**src/rtl/fetch_unit_pkg.sv**
```systemverilog
// fetch_unit_pkg: next-PC select codes and IR field positions shared by the fetch unit and the controller.
//   PC_SRC_*  : pc_src encodings (hold / jump / increment / branch)
//   *_LSB     : low bit of each 4-bit IR field; IMM_W is the immediate width
package fetch_unit_pkg;
  localparam logic [1:0] PC_SRC_HOLD   = 2'b00;
  localparam logic [1:0] PC_SRC_JUMP   = 2'b01;
  localparam logic [1:0] PC_SRC_INC    = 2'b10;
  localparam logic [1:0] PC_SRC_BRANCH = 2'b11;
  localparam int OP_LSB  = 12;
  localparam int A_LSB   = 8;
  localparam int EXT_LSB = 4;
  localparam int B_LSB   = 0;
  localparam int FIELD_W = 4;
  localparam int IMM_W   = 8;
endpackage

```
**src/rtl/fetch_unit_pc_next_mux.sv**
```systemverilog
// pc_next_mux: combinational next-PC select with wrapping adders.
//   pc_i          current PC
//   pc_src_i      select: hold / jump / increment / branch
//   jump_target_i register value for jumps (truncated to ADDR_BITS)
//   disp_i        8-bit branch displacement, sign-extended and added to pc_i
//   pc_next_o     selected next PC
//   pc_plus_one_o pc_i + 1 modulo 2**ADDR_BITS
module pc_next_mux
  import fetch_unit_pkg::*;
#(
  parameter int WIDTH     = 16,
  parameter int ADDR_BITS = 16
) (
  input  logic [ADDR_BITS-1:0] pc_i,
  input  logic [1:0]           pc_src_i,
  input  logic [WIDTH-1:0]     jump_target_i,
  input  logic [IMM_W-1:0]     disp_i,
  output logic [ADDR_BITS-1:0] pc_next_o,
  output logic [ADDR_BITS-1:0] pc_plus_one_o
);
  logic [ADDR_BITS-1:0] disp_ext;
  always_comb begin
    disp_ext      = {{(ADDR_BITS-IMM_W){disp_i[IMM_W-1]}}, disp_i};
    pc_plus_one_o = pc_i + ADDR_BITS'(1);
    pc_next_o     = pc_src_i == PC_SRC_JUMP   ? ADDR_BITS'(jump_target_i) :
                    pc_src_i == PC_SRC_INC    ? pc_plus_one_o :
                    pc_src_i == PC_SRC_BRANCH ? pc_i + disp_ext :
                    pc_i;
  end
endmodule

```
**src/rtl/fetch_unit.sv**
```systemverilog
// fetch_unit: PC, instruction register, IR field decode and retired-instruction counter.
//   clk, reset (sync, active-low)
//   instruction_en/mem_rdata : IR load
//   pc_en/pc_src/jump_target : next-PC control
//   pc, pc_plus_one          : fetch address and link value
//   op_code/A_index/ext_op_code/B_index/imm_sext/imm_zext : IR decode
//   retired                  : count of PC updates
module fetch_unit
  import fetch_unit_pkg::*;
#(
  parameter int                 WIDTH     = 16,
  parameter int                 ADDR_BITS = 16,
  parameter logic [ADDR_BITS-1:0] RESET_PC = '0
) (
  input  logic                 clk,
  input  logic                 reset,
  input  logic                 instruction_en,
  input  logic [WIDTH-1:0]     mem_rdata,
  input  logic                 pc_en,
  input  logic [1:0]           pc_src,
  input  logic [WIDTH-1:0]     jump_target,
  output logic [ADDR_BITS-1:0] pc,
  output logic [ADDR_BITS-1:0] pc_plus_one,
  output logic [3:0]           op_code,
  output logic [3:0]           A_index,
  output logic [3:0]           ext_op_code,
  output logic [3:0]           B_index,
  output logic [WIDTH-1:0]     imm_sext,
  output logic [WIDTH-1:0]     imm_zext,
  output logic [15:0]          retired
);
  logic [WIDTH-1:0]     ir_q;
  logic [ADDR_BITS-1:0] pc_q, pc_d;
  logic [15:0]          retired_q;
  pc_next_mux #(.WIDTH(WIDTH), .ADDR_BITS(ADDR_BITS)) u_mux (
    .pc_i         (pc_q),
    .pc_src_i     (pc_src),
    .jump_target_i(jump_target),
    .disp_i       (ir_q[IMM_W-1:0]),
    .pc_next_o    (pc_d),
    .pc_plus_one_o(pc_plus_one)
  );
  always_ff @(posedge clk) begin
    if (!reset) begin
      ir_q      <= '0;
      pc_q      <= RESET_PC;
      retired_q <= '0;
    end else begin
      if (instruction_en) ir_q <= mem_rdata;
      if (pc_en) begin
        pc_q      <= pc_d;
        retired_q <= retired_q + 16'd1;
      end
    end
  end
  always_comb begin
    pc          = pc_q;
    retired     = retired_q;
    op_code     = ir_q[OP_LSB +: FIELD_W];
    A_index     = ir_q[A_LSB +: FIELD_W];
    ext_op_code = ir_q[EXT_LSB +: FIELD_W];
    B_index     = ir_q[B_LSB +: FIELD_W];
    imm_sext    = {{(WIDTH-IMM_W){ir_q[IMM_W-1]}}, ir_q[IMM_W-1:0]};
    imm_zext    = {{(WIDTH-IMM_W){1'b0}}, ir_q[IMM_W-1:0]};
  end
endmodule
```
**config.mk**
```make
export PLATFORM = sky130hd
export DESIGN_NAME = fetch_unit
export DESIGN_NICKNAME = d
export VERILOG_FILES = /design/src/rtl/fetch_unit_pkg.sv /design/src/rtl/fetch_unit_pc_next_mux.sv /design/src/rtl/fetch_unit.sv
export SDC_FILE = /design/constraint.sdc
export NUM_CORES = 1
export LEC_CHECK = 0
export CAP_MARGIN = 20
export CORE_ASPECT_RATIO = 1.75
export CORE_MARGIN = 3
export CORE_UTILIZATION = 46
export CTS_BUF_LIST = sky130_fd_sc_hd__clkbuf_4 sky130_fd_sc_hd__clkbuf_8
export DETAILED_ROUTE_END_ITERATION = 6
export PLACE_DENSITY_LB_ADDON = 0.08
export RECOVER_POWER = 50
export SLEW_MARGIN = 20
export SYNTH_ARGS = -nofsm -noshare
export SYNTH_HDL_FRONTEND = slang
export SYNTH_SLANG_ARGS = --single-unit
```
**constraint.sdc**
```tcl
create_clock -name clk -period 2.4 [get_ports clk]
set_input_delay 0.36 -clock clk [delete_from_list [all_inputs] [get_ports clk]]
set_output_delay 0.36 -clock clk [all_outputs]
set_load 0.03 [all_outputs]
```
==> run_results.csv <==
group,metric,value,unit
sta,finalWorstSetupSlack,114,ps
floorplan,die_h,122,um
sta,rsz0062_at_grt,"false",
finish,num-nets-final,611,
setup_path,worstPathRequired,2040,ps
worst_hold_path,hp-class,"flip-flop to flip-flop",
detailed_routing,wl_per_cell,17.8,um
pwr,ir_drop,0.524,mV
detailed_routing,via_per_inst,5.72,
detailed_routing,dr.pass1.iters,6,
clock_tree,cts_hold_buf,0,
global_route,grt_usage,26.6,%
floorplan,die_area,8750,um^2
pwr,internal_power,1.63,mW
sta,setup_viol,0,
setup_path,crit_start,"pc[1]",
detailed_routing,drt_wl_total,11400,um
setup_path,critical_path_class,"flip-flop to primary output",
yosys,synth_cell_type_count,58,
global_route,antenna_found_initial,0,
pwr,p_sw,0.875,mW
global_route,grt_max_degree,31,
yosys,yosysWarnings,0,
yosys,synth_edf_count,0,
clock_tree,cts_buffers,5,
pwr,seq_power_share,36.7,%
placed_design,port_buffers,125,
sta,tightest_slew,1320,ps
placed_design,dp_worst_setup_slack,70.0,ps
setup_path,cp-endpoint,"pc_plus_one[14]",
yosys,yosys.area.top_type,"dfxtp_1",
floorplan,fp.dieW,72.0,um
outcome,status,"complete, no violations",
pwr,clock_power_share,27.8,%
global_route,grt_first_pass_wirelength,18100,um
setup_path,worstPathArrival,1930,ps
yosys,syn_area_per_cell,8.06,um^2
global_route,grt_overflow,0,
clock_tree,cts_max_level,2,
setup_path,timing.rr.start,"ir_q[7]",
sta,hold_viol_final,0,
yosys,postSynthCellCount,435,
sta,min_period_over_period,95.2,%
placed_design,post-dp-hpwl,9180,um
detailed_routing,drc,0,
yosys,synth.yosys.seq_area_share,27.4,%
yosys,synth_ff_type,"dfxtp_1",
floorplan,rows,41,
clock_tree,cts-root-buf,"clkbuf_8",
yosys,synth_seq_cells,48,
global_route,grt_pass1_vias,3635,
sta,timing.fmax,437,MHz
yosys,synthTopCellsByArea,"dfxtp_1 (27%), buf_4 (6.8%), ha_1 (6.1%)",
finish,n_fill_cell,669,
clock_tree,clockBufferDepth,2,
pwr,powerDensity,508,nW/um^2
floorplan,io_pins,134,
yosys,synth_area,3510,um^2
clock_tree,cts_tree,"built",
sta,skew,14.3,ps
sta,slew_viol_final,0,
floorplan,start_util,47.8,%
clock_tree,clk_latency,320,ps
floorplan,core,7340,um^2
sta,slew_headroom,12.1,%
clock_tree,clk_pin_slew,90,ps
placed_design,routabilityCongestion,0.983,
setup_path,ff2ff_path_depth,7,
setup_path,end_kind,"primary output",
pwr,pwr-share-comb,35.5,%
detailed_routing,dr.first_iter.drc_count,307,
finish,num_antenna_cells,0,
sta,layout_min_cycle_time,2290,ps
setup_path,worstPathMaxFanout,7,
detailed_routing,num_vias,3666,
finish,area_growth,40.3,%
setup_path,cp-start-kind,"flip-flop",
setup_path,r2r_slack,200,ps
pwr,p_leak,2.18,nW
setup_path,reg2reg_to,"pc[13]",
detailed_routing,postRouteAntennaNets,0,
yosys,synthArstFlopShare,0,%
yosys,synth_top_area_share,27.4,%
sta,setup_tns,0,ps
pwr,p_sw_share,35.0,%
run,maxCapViolCount,0,
clock_tree,clock-sinks,48,
finish,drive_gt1_share,11.9,%
[per-stage QoR]
step | hold WS [ps] | area (um^2) | cells | total power, mW | util (%)
after floorplan | 507 | 3530 | 442 | 1.48 | -
after detailed placement | 485 | 4780 | 633 | 1.83 | 65.2
after global placement | 472 | 4780 | 633 | 1.82 | 65.2
final | 496 | 4920 | 641 | 2.50 | 67.1
after global routing | 538 | 4920 | 641 | 2.62 | 67.1
after CTS | 510 | 4920 | 641 | 2.53 | 67.1
[cell type report]
class | instances | area [um^2] | area share, %
Clock buffer | 5 | 68.8 | 1.40
Clock inverter | 2 | 60.1 | 1.22
Inverter | 9 | 33.8 | 0.686
Multi-Input combinational cell | 336 | 2220 | 45.2
Sequential cell | 48 | 971 | 19.7
Tap cell | 86 | 108 | 2.19
Timing Repair Buffer | 155 | 1460 | 29.6
[state kept, by name, indices dropped and copies added, names as in the netlist]
signal,flops
ir_q,16
pc,16
retired,16
[synthesized netlist by cell type, drive strengths merged, types with 4 or more instances]
library cell  instances
and3                 10
a211oi                4
buf                  42
o31ai                 7
clkbuf                7
dfxtp                48
xnor2                16
a31oi                 4
ha                   17
a221oi                4
nand4                10
a21o                  7
xor2                 21
o21ai                31
inv                   9
nor3                  5
a21oi                32
mux2i                19
nor2                 48
nand2                40
nand3                16
[cell families (layout without fill, tap and decap cells)]
| family | Yosys count | in the layout | synth area share (%) |
|---|---|---|---|
| simple gates | 142 | 142 | 20.0 |
| compound gates | 111 | 111 | 20.1 |
| buf+inv | 58 | 171 | 10.6 |
| flops | 48 | 48 | 27.4 |
| xor+xnor | 37 | 37 | 9.45 |
| mux | 20 | 20 | 5.74 |
| fa+ha+maj | 18 | 18 | 6.64 |
| other cells | 1 | 8 | 0.107 |
[worst max-delay path, cell delays in order, from the launching register on]
cell and delay (ps):
dfxtp_2 400, ha_2 240, nand2_1 90, or2_4 290, nor3_4 200, xor2_2 200, buf_4 190
[timing repair]
| action | 4_1_cts | 5_1_grt |
|---|---|---|
| pin swaps | 1 | 0 |
| setup buffers | 1 | 0 |
| gates resized for setup | 12 | 7 |
| gates cloned | 0 | 0 |
| setup endpoints to repair | 10 | 9 |
[cell usage in the layout (no fill, tap or decap), drive strengths merged, types with 3 or more instances in the layout]
cell type      synthesis  final
a211oi                 4      4
a21o                   7      7
a21oi                 32     32
a221oi                 4      4
a31oi                  4      4
and3                  10     10
buf                   42     35
clkbuf                 7      7
clkdlybuf4s50          0     76
conb                   1      8
dfxtp                 48     48
dlygate4sd2            0      5
dlygate4sd3            0     37
ha                    17     17
inv                    9      9
mux2i                 19     19
nand2                 40     40
nand3                 16     16
nand4                 10     10
nor2                  48     48
nor3                   5      5
o211ai                 3      3
o21ai                 31     31
o31ai                  7      7
or3                    3      3
xnor2                 16     16
xor2                  21     21
[metal layers]
layer	routed length [um]	track usage (%)	part of all wire [%]	up-vias
li1	-	-	-	1760
met1	3990	27.0	35	1715
met2	6270	48.7	55	155
met3	597	5.47	5.2	36
met4	567	15.4	5.0	0
met5	0	0	0	-
[power by group through the flow]
stage / clock (mW) / combinational (mW) / sequential [mW]
floorplan: 0 / 0.470 / 1.01
detailed placement: 0 / 0.898 / 0.934
global placement: 0 / 0.892 / 0.931
CTS: 0.713 / 0.896 / 0.917
finish: 0.697 / 0.887 / 0.918
global route: 0.742 / 0.950 / 0.925
[worst min-delay path by stage]
stage | startpoint | cells after the start | slack (ps) | end
global route | ir_q[13] | 2 | 540 | ir_q[13]
floorplan | mem_rdata[10] | 2 | 510 | ir_q[10]
finish | ir_q[10] | 2 | 500 | ir_q[10]
global placement | retired[15] | 2 | 470 | retired[15]
detailed placement | ir_q[10] | 2 | 490 | ir_q[10]
CTS | ir_q[10] | 2 | 510 | ir_q[10]
Note: power is estimated with default switching activity, not from simulation.
